<file path="config.mk">
export PLATFORM = sky130hd
export DESIGN_NAME = pattern_sequencer
export DESIGN_NICKNAME = d
export VERILOG_FILES = /design/src/rtl/sndseq_pkg.sv /design/src/rtl/tempo_divider.sv /design/src/rtl/pattern_sequencer.sv
export SDC_FILE = /design/constraint.sdc
export NUM_CORES = 1
export LEC_CHECK = 0
export ABC_AREA = 1
export CAP_MARGIN = 20
export CORE_MARGIN = 10
export CORE_UTILIZATION = 54
export DETAILED_ROUTE_END_ITERATION = 12
export PLACE_DENSITY = 0.81
export SLEW_MARGIN = 25
export SYNTH_ARGS = -nofsm -noshare
export SYNTH_HDL_FRONTEND = slang
export SYNTH_HIERARCHICAL = 1
export SYNTH_SLANG_ARGS = --single-unit
</file>
<file path="constraint.sdc">
create_clock -name clock -period 4.3 [get_ports clock]
set_clock_uncertainty 0.2 [all_clocks]
set_input_delay 1.075 -clock clock [delete_from_list [all_inputs] [get_ports clock]]
set_output_delay 1.075 -clock clock [all_outputs]
set_load 0.01 [all_outputs]
</file>
<file path="src/rtl/sndseq_pkg.sv">
// Shared definitions for the pattern sequencer: FSM state encoding,
// pattern ROM field layout and voice count.
package sndseq_pkg;

    // Voices per pattern row; voice_sel is 2 bits, so this is fixed at 4.
    localparam int VOICES = 4;
    localparam logic [1:0] LAST_VOICE = 2'(VOICES - 1);

    // Pattern ROM byte layout.
    localparam int GATE_BIT = 7;
    localparam int TIE_BIT  = 6;
    localparam int NOTE_LSB = 0;
    localparam int NOTE_MSB = 5;

    typedef enum logic [2:0] {
        S_IDLE    = 3'd0,
        S_WAIT    = 3'd1,
        S_FETCH   = 3'd2,
        S_LATCH   = 3'd3,
        S_WRITE   = 3'd4,
        S_RELEASE = 3'd5
    } state_t;

    // True while a pattern row is being fetched and written.
    function automatic logic is_row_state(input state_t s);
        return (s == S_FETCH) || (s == S_LATCH) || (s == S_WRITE);
    endfunction

endpackage

</file>
<file path="src/rtl/tempo_divider.sv">
// Step-tick generator: counts sample strobes up to max(tempo,1) and keeps a
// one-deep pending flag for a tick that lands while a row is still playing.
module tempo_divider #(
    parameter int TEMPO_W = 12
) (
    input  logic               clock,
    input  logic               reset,
    input  logic               sample_ena,
    input  logic               enable,
    input  logic               clear,
    input  logic               row_active,
    input  logic               consume,
    input  logic [TEMPO_W-1:0] tempo,
    output logic               tick,
    output logic               pending
);
    logic [TEMPO_W-1:0] count_q;
    logic [TEMPO_W-1:0] tempo_q;
    logic [TEMPO_W-1:0] limit;
    logic               pending_q;

    // Effective step length: a tempo of zero behaves as one strobe per step.
    always_comb begin
        // NOTE: every always_comb output gets a default first so no path can leave it unassigned (no latch).
        limit = tempo_q;
        if (tempo_q == '0) begin
            limit = TEMPO_W'(1);
        end
    end

    assign tick    = enable && sample_ena && (count_q == limit - TEMPO_W'(1));
    assign pending = pending_q;

    // Strobe counter; tempo is re-sampled whenever a new step starts counting.
    always_ff @(posedge clock or posedge reset) begin
        if (reset) begin
            // NOTE: sequential state uses non-blocking assignments so every flop samples pre-edge values.
            count_q <= '0;
            tempo_q <= '0;
        end else if (clear || tick) begin
            count_q <= '0;
            tempo_q <= tempo;
        end else if (enable && sample_ena) begin
            count_q <= count_q + TEMPO_W'(1);
        end
    end

    // Remembers a tick that arrived while a row was still being written.
    // When the row end consumes a pending tick in the same clock as a fresh
    // tick, the fresh one stays pending so no step is lost.
    always_ff @(posedge clock or posedge reset) begin
        if (reset) begin
            pending_q <= 1'b0;
        end else if (clear) begin
            pending_q <= 1'b0;
        end else if (consume) begin
            pending_q <= pending_q && tick;
        end else if (tick && row_active) begin
            pending_q <= 1'b1;
        end
    end

endmodule

</file>
<file path="src/rtl/pattern_sequencer.sv">
// Tempo-driven note scheduler: on each step tick, reads one 4-voice row from
// the pattern ROM and writes note/gate updates to the sound generator voice
// registers through a single time-shared write port.
module pattern_sequencer
    import sndseq_pkg::*;
#(
    parameter int STEP_W  = 5,
    parameter int TEMPO_W = 12
) (
    input  logic               clock,
    input  logic               reset,
    input  logic               sample_ena,
    input  logic               run,
    input  logic [TEMPO_W-1:0] tempo,
    output logic [STEP_W+1:0]  rom_addr,
    input  logic [7:0]         rom_data,
    output logic               voice_we,
    output logic [1:0]         voice_sel,
    output logic [5:0]         voice_note,
    output logic               voice_gate,
    output logic [STEP_W-1:0]  step_idx,
    output logic               step_pulse,
    output logic               busy
);
    state_t            state_q;
    state_t            state_d;
    logic [1:0]        voice_q;
    logic [1:0]        voice_d;
    logic [STEP_W-1:0] step_q;
    logic [STEP_W-1:0] step_d;
    logic [7:0]        data_q;

    logic count_clear;
    logic consume;
    logic tick;
    logic pending;
    logic row_active;
    logic count_enable;

    // Tempo keeps counting through the row so a slow row never stretches a step.
    assign row_active   = is_row_state(state_q);
    assign count_enable = row_active || (state_q == S_WAIT);

    tempo_divider #(
        .TEMPO_W (TEMPO_W)
    ) u_tempo_divider (
        .clock      (clock),
        .reset      (reset),
        .sample_ena (sample_ena),
        .enable     (count_enable),
        .clear      (count_clear),
        .row_active (row_active),
        .consume    (consume),
        .tempo      (tempo),
        .tick       (tick),
        .pending    (pending)
    );

    assign rom_addr = {step_q, voice_q};
    assign step_idx = step_q;

    // State, voice index and step index registers.
    always_ff @(posedge clock or posedge reset) begin
        if (reset) begin
            state_q <= S_IDLE;
            voice_q <= '0;
            step_q  <= '0;
        end else begin
            state_q <= state_d;
            voice_q <= voice_d;
            step_q  <= step_d;
        end
    end

    // Capture the ROM byte one clock after its address was presented.
    always_ff @(posedge clock or posedge reset) begin
        if (reset) begin
            data_q <= '0;
        end else if (state_q == S_LATCH) begin
            data_q <= rom_data;
        end
    end

    // Next-state logic and the shared voice write port.
    always_comb begin
        state_d     = state_q;
        voice_d     = voice_q;
        step_d      = step_q;
        count_clear = 1'b0;
        consume     = 1'b0;
        voice_we    = 1'b0;
        voice_sel   = '0;
        voice_note  = '0;
        voice_gate  = 1'b0;
        step_pulse  = 1'b0;
        busy        = 1'b0;

        unique case (state_q)
            S_IDLE: begin
                if (run) begin
                    state_d     = S_FETCH;
                    step_d      = '0;
                    voice_d     = '0;
                    count_clear = 1'b1;
                end
            end

            S_WAIT: begin
                if (!run) begin
                    state_d = S_RELEASE;
                    voice_d = '0;
                end else if (tick) begin
                    state_d = S_FETCH;
                    step_d  = step_q + STEP_W'(1);
                    voice_d = '0;
                end
            end

            S_FETCH: begin
                busy       = 1'b1;
                step_pulse = (voice_q == '0);
                state_d    = S_LATCH;
            end

            S_LATCH: begin
                busy    = 1'b1;
                state_d = S_WRITE;
            end

            S_WRITE: begin
                busy = 1'b1;
                // A tied note leaves the voice register untouched.
                if (!data_q[TIE_BIT]) begin
                    voice_we   = 1'b1;
                    voice_sel  = voice_q;
                    voice_note = data_q[NOTE_MSB:NOTE_LSB];
                    voice_gate = data_q[GATE_BIT];
                end
                if (voice_q != LAST_VOICE) begin
                    voice_d = voice_q + 2'd1;
                    state_d = S_FETCH;
                end else if (!run) begin
                    state_d = S_RELEASE;
                    voice_d = '0;
                end else if (pending || tick) begin
                    state_d = S_FETCH;
                    step_d  = step_q + STEP_W'(1);
                    voice_d = '0;
                    consume = 1'b1;
                end else begin
                    state_d = S_WAIT;
                end
            end

            S_RELEASE: begin
                busy      = 1'b1;
                voice_we  = 1'b1;
                voice_sel = voice_q;
                if (voice_q == LAST_VOICE) begin
                    state_d = S_IDLE;
                end else begin
                    voice_d = voice_q + 2'd1;
                end
            end

            default: begin
                state_d = S_IDLE;
            end
        endcase
    end

endmodule

</file>
### After elaboration in Yosys (flattened, before gate mapping)

Index checks and enable logic that the tools add are counted.

| operators by class | value |
|---|---|
| add/subtract/negate cells | 4 |
| eq/ne operators | 18 |
| multiplexer cells | 45 |
| reductions and logical operators | 20 |

Operators with widths:

| cell | count |
|---|---|
| $mux W12 | 3 |
| $mux W5 | 6 |
| $mux W2 | 9 |
| $mux W3 | 6 |
| $pmux W3 S6 | 1 |
| $ne A2 B2 Y1 const B | 8 |
| $pmux W5 S3 | 1 |
| $mux W1 | 14 |
| $add A12 B1 Y12 const B | 1 |
| $eq A12 B12 Y1 | 1 |
| $logic_not A12 Y1 | 1 |
| $mux W6 | 2 |
| $sub A12 B1 Y12 const B | 1 |
| $pmux W2 S4 | 1 |
| $reduce_and A7 Y1 | 1 |
| $eq A3 B2 Y1 const B | 2 |
| $eq A3 B3 Y1 const B | 2 |
| $reduce_bool A3 Y1 | 2 |
| $add A5 B1 Y5 const B | 1 |
| $logic_or A1 B1 Y1 | 5 |
| $reduce_and A5 Y1 | 1 |
| $logic_and A1 B1 Y1 | 4 |
| $ne A4 B2 Y1 const B | 1 |
| $pmux W2 S2 | 1 |
| other kinds (12) | 12 |

| storage, ports and cells | value |
|---|---|
| register bits | 43 |
| bits of input ports | 24 |
| output and inout bits | 24 |
| word-level logic and storage cells | 94 |

### Longest topological paths before layout

| logic depth | value |
|---|---|
| word-level depth | 13 |
| gate-level depth with buffers | 26 |
| gate-level depth less buffers | 25 |

### Modules after synthesis

Netlist, hierarchy kept.

By module, submodules not included:

| module | times used | cells an instance | area an instance (um^2) | seq. area each (um^2) |
|---|---|---|---|---|
| tempo_divider | 1 | 230 | 1689.1 | 625.6 |
| pattern_sequencer | 1 | 167 | 1176.1 | 450.4 |

### Worst setup path before layout

OpenSTA, ideal clock, no wires.

| path | value |
|---|---|
| path type | register to register |
| start point | register u_tempo_divider.tempo_q[2] |
| end point | register u_tempo_divider.pending_q, in the netlist u_tempo_divider/pending |
| setup time | 0.121 ns |
| arrival time | 2.786 ns |
| data required time | 3.979 ns |
| slack | 1.193 ns |
| cell stages (with the launch flop) | 26 |
| buffers on the path | 1 |
| clock period less this slack | 3.107 ns |
| cells stage by stage | dfrtp_1 > nor2_2 > nand2_2 > nor2_2 > nand2_2 > nand2_2 > inv_1 > ha_1 > or2_0 > nand3_1 > nand2_1 > nor2_1 > nand2_1 > nor2_1 > nand3_1 > nor2_2 > nand2_4 > buf_6 > inv_1 > inv_1 > nand2_1 > nand2_1 > nor3_1 > o21ai_0 > nand2_1 > a21oi_1 |

| on the way | value |
|---|---|
| longest elaborated chain between the ends | 12 |
| elaborated cells between the ends (all ways) | 15 |
| those cells by class | 1 x add/sub; 1 x eq/ne; 7 x mux; 6 x reduce/logical |

RTL lines:

| item | line | source |
|---|---|---|
| start, declared | tempo_divider.sv:18 | `logic [TEMPO_W-1:0] tempo_q;` |
| start signal, assigned | tempo_divider.sv:42 | `tempo_q <= tempo;` |
| $logic_not A12 Y1 | tempo_divider.sv:26 | `if (tempo_q == '0) begin` |
| $mux W12 * | tempo_divider.sv:26 |  |
| $sub A12 B1 Y12 * | tempo_divider.sv:31 | `assign tick = enable && sample_ena && (count_q == limit - TEMPO_W'(1));` |
| $eq A12 B12 Y1 * | tempo_divider.sv:31 |  |
| $logic_and A1 B1 Y1 * | tempo_divider.sv:31 |  |
| net tick | pattern_sequencer.sv:35 | `logic tick;` |
| $logic_or A1 B1 Y1 * | pattern_sequencer.sv:145 | `end else if (pending \|\| tick) begin` |
| $mux W1 * | pattern_sequencer.sv:145 |  |
| $mux W1 * | pattern_sequencer.sv:142 | `end else if (!run) begin` |
| $mux W1 * | pattern_sequencer.sv:139 | `if (voice_q != LAST_VOICE) begin` |
| $mux W1 * | pattern_sequencer.sv:98 | `unique case (state_q)` |
| net consume | pattern_sequencer.sv:34 | `logic consume;` |
| $mux W1 | tempo_divider.sv:56 | `end else if (consume) begin` |
| $mux W1 | tempo_divider.sv:54 | `end else if (clear) begin` |
| end signal, assigned | tempo_divider.sv:57 | `pending_q <= pending_q && tick;` |
| end, declared | tempo_divider.sv:20 | `logic pending_q;` |

Mark *: on every way through the listed nets, which the timed path passes. The rest lies on a longest branch.
A chain may end at the register's enable or synchronous reset.

### Worst setup path in the final report

Same ends and word-level chain as after synthesis.

==> flow_metrics.env <==
export IMPL_rsz0062_at_grt="false"
export IMPL_placed_cells=503
export IMPL_yosys_warnings=6
export IMPL_synth_avg_cell_area_um2=7.22
export IMPL_synthCells=397
export IMPL_hold_buffers=0
export IMPL_worstSkewPairLatency_ns=0.30
export IMPL_finalSetupTns_ns=0
export IMPL_hold_violations=0
export IMPL_routedWlPerCell_um=13.3
export IMPL_routed_wl_um=6820
export IMPL_place_gp_congestion=0.986
export IMPL_critPathCaptureType="flop"
export IMPL_die_w_um=92.8
export IMPL_instances_no_fill=511
export IMPL_dieArea_um2=8620
export IMPL_syn_area_um2=2870
export IMPL_yosysTopAreaCellShare_pct=37.6
export IMPL_cts_tree="built"
export IMPL_layout_nets=470
export IMPL_ys_types=36
export IMPL_status="finished, final reports clean"
export IMPL_ys_seq_area_share_pct=37.6
export IMPL_finalCritPeriodShare_pct=82.3
export IMPL_cp_arrival_ns=3.52
export IMPL_slew_headroom_pct=39.5
export IMPL_syn_nets=427
export IMPL_viasPerCell=5.14
export IMPL_leakage_nw=1.71
export IMPL_cts_setup_buffers=0
export IMPL_drc=0
export IMPL_required_ns=4.28
export IMPL_cts_max_path_buffers=2
export IMPL_postCtsResizedCells=0
export IMPL_crit_top_cell="nand2_1"
export IMPL_min_delay_path_class="flop to flop"
export IMPL_antenna_found_initial=0
export IMPL_ant_nets=0
export IMPL_powerDensity_nw_per_um2=566
export IMPL_grt_max_degree=26
export IMPL_antenna_cells=0
export IMPL_cts_htree_levels=2
export IMPL_cp_top_family="simple AND/OR/NAND/NOR gates"
export IMPL_grtUsageTotal_pct=16.7
export IMPL_setup_viol=0
export IMPL_start_util_pct=55.7
export IMPL_ys_seq_elements=43
export IMPL_start_kind="flop"
export IMPL_crit_path_max_fanout=15
export IMPL_post_dp_hpwl_um=5230
export IMPL_cts_sinks=43
export IMPL_grt_pass1_vias=2692
export IMPL_ys_top_cells_by_area="dfrtp_1 38%, nand2_1 12%, nor2_1 8.0%, inv_1 7.1%, nand3_1 6.5%"
export IMPL_fmax_ghz=0.283
export IMPL_slew_violations=0
export IMPL_io_pins=48
export IMPL_path_buf_inv=3
export IMPL_path_cells="nor2_2, nand2_2, nor2_2, nand2_2, nand2_2, inv_1, ha_1, or2_0, nand3_1, nand2_1, nor2_1, nand2_1, nor2_1, nand3_1, nor2_2, nand2_4, inv_1, inv_1, nand2_1, nand2_1, nor3_1, o21ai_0, nand2_1, a21oi_1"
export IMPL_rrSetupSlack_ns=0.76
export IMPL_critPathKind="flop to flop"
export IMPL_dieHeight_um=92.8
export IMPL_tightest_slew_ns=0.902
export IMPL_drt_iter0_markers=105
export IMPL_vdd_drop_max_uv=404
export IMPL_root_buffer="clkbuf_8"
export IMPL_fin_util_pct=66.5
export IMPL_core_area_um2=5140
export IMPL_drive_above_1_share_pct=9.30
export IMPL_fin_crit_ns=3.54
export IMPL_grt_overflow=0
export IMPL_clk_pin_slew_worst_paths_ns=0.09
export IMPL_critPathSlowestCell="dfrtp_1"
export IMPL_first_pass_iters=4
export IMPL_vias=2626
export IMPL_synth_largest_area_cell="dfrtp_1"
export IMPL_max_stage_delay_ns=0.45
export IMPL_numPortBuffers=47
export IMPL_grt_pass1_wl_um=12000
export IMPL_area_growth_pct=19.3
export IMPL_drv_cap=0
export IMPL_num_rows=26
export IMPL_numCtsBuffers=5
export IMPL_total_power_w=0.00193
## layout make-up
type / count / area [um2]
fill: 443 / 1720
multi-input combinational: 287 / 1490
sequential: 43 / 1080
timing repair buffer: 47 / 470
inverter: 56 / 210
tap: 70 / 87.6
clock buffer: 5 / 68.8
clock inverter: 3 / 20.0
## Yosys cell counts
master and instances:
a21oi_1 13, a21oi_4 1, buf_1 1, buf_12 1
buf_2 2, buf_4 5, buf_6 2, dfrtp_1 43
ha_1 6, inv_1 54, inv_2 2, mux2_2 1
nand2_1 91, nand2_2 14, nand2_4 1, nand2_8 1
nand3_1 37, nand3_2 1, nand3b_1 2, nand4_1 11
nand4_2 1, nor2_1 61, nor2_2 8, nor2_4 1
nor3_1 4, nor4_1 1, o21ai_0 5, o21ai_1 1
o21ai_2 1, o21bai_1 1, o41ai_1 1, or2_0 1
or2_1 1, or2_2 1, xnor2_1 5, xor2_1 15
## worst paths after layout
check	from	to	depth (start not counted)
setup / recovery	u_tempo_divider/tempo_q[2]	u_tempo_divider/pending	24
hold / removal	u_tempo_divider/tempo_q[0]	u_tempo_divider/tempo_q[0]	2
setup reg to reg	u_tempo_divider/tempo_q[2]	u_tempo_divider/pending	24
hold reg to reg	u_tempo_divider/tempo_q[0]	u_tempo_divider/tempo_q[0]	2
max in group asynchronous	reset	data_q[4]	2
min in group asynchronous	reset	u_tempo_divider/count_q[0]	2
## state kept, by name (all words and copies together) (netlist names)
name	flops
u_tempo_divider/count_q	12
u_tempo_divider/tempo_q	12
data_q	8
step_idx	5
state_q	3
voice_q	2
u_tempo_divider/pending	1
## power by group
part / internal [W] / switching (W) / leakage (nW)
clock network: 0.000113 / 0.000147 / 0.0402
logic: 0.000385 / 0.000585 / 1.13
registers: 0.000541 / 0.000164 / 0.548
## stage by stage
step | hold slack (ns) | area (um2) | setup WS, ns
final | 0.325 | 3420 | 0.760
after floorplan | 0.276 | 2870 | 1.19
after CTS | 0.322 | 3420 | 0.774
after global routing | 0.352 | 3420 | 0.363
after detailed placement | 0.300 | 3330 | 0.627
after global placement | 0.289 | 3330 | 0.748
## cell families after synthesis
group | share of synthesized area [%]
AO/OA/AOI/OAI | 4.76
XOR/XNOR | 6.11
adder cells (fa/ha/maj) | 2.62
buffers and inverters | 10.6
flip-flops | 37.6
multiplexers | 0.393
AND/OR/NAND/NOR | 37.9
## tightest hold or removal path: cells and delay by family (launching register included)
family / cells / cell delay (ns)
flops: 1 / 0.36
simple gates: 2 / 0.14
## placed cells by master, fill, tap and decap left out
| master | instances |
|---|---|
| a21oi_1 | 13 |
| a21oi_4 | 1 |
| clkbuf_8 | 5 |
| clkdlybuf4s50_1 | 47 |
| clkinv_1 | 1 |
| clkinv_2 | 1 |
| clkinvlp_4 | 2 |
| dfrtp_1 | 43 |
| ha_1 | 6 |
| inv_1 | 53 |
| inv_2 | 2 |
| mux2_2 | 1 |
| nand2_1 | 91 |
| nand2_2 | 14 |
| nand2_4 | 1 |
| nand2_8 | 1 |
| nand3_1 | 37 |
| nand3_2 | 1 |
| nand3b_1 | 2 |
| nand4_1 | 11 |
| nand4_2 | 1 |
| nor2_1 | 61 |
| nor2_2 | 8 |
| nor2_4 | 1 |
| nor3_1 | 4 |
| nor4_1 | 1 |
| o21ai_0 | 5 |
| o21ai_1 | 1 |
| o21ai_2 | 1 |
| o21bai_1 | 1 |
| o41ai_1 | 1 |
| or2_0 | 1 |
| or2_1 | 1 |
| or2_2 | 1 |
| xnor2_1 | 5 |
| xor2_1 | 15 |
## layer usage
layer  up-vias  GRT usage, %  share of wire [%]
li1       1325             -                  -
met1      1210          18.7                 42
met2        79          28.0                 48
met3        12          6.05                7.7
met4         0          6.68                1.6
met5         -             0                  0
Power figures use the tool's default switching activity.
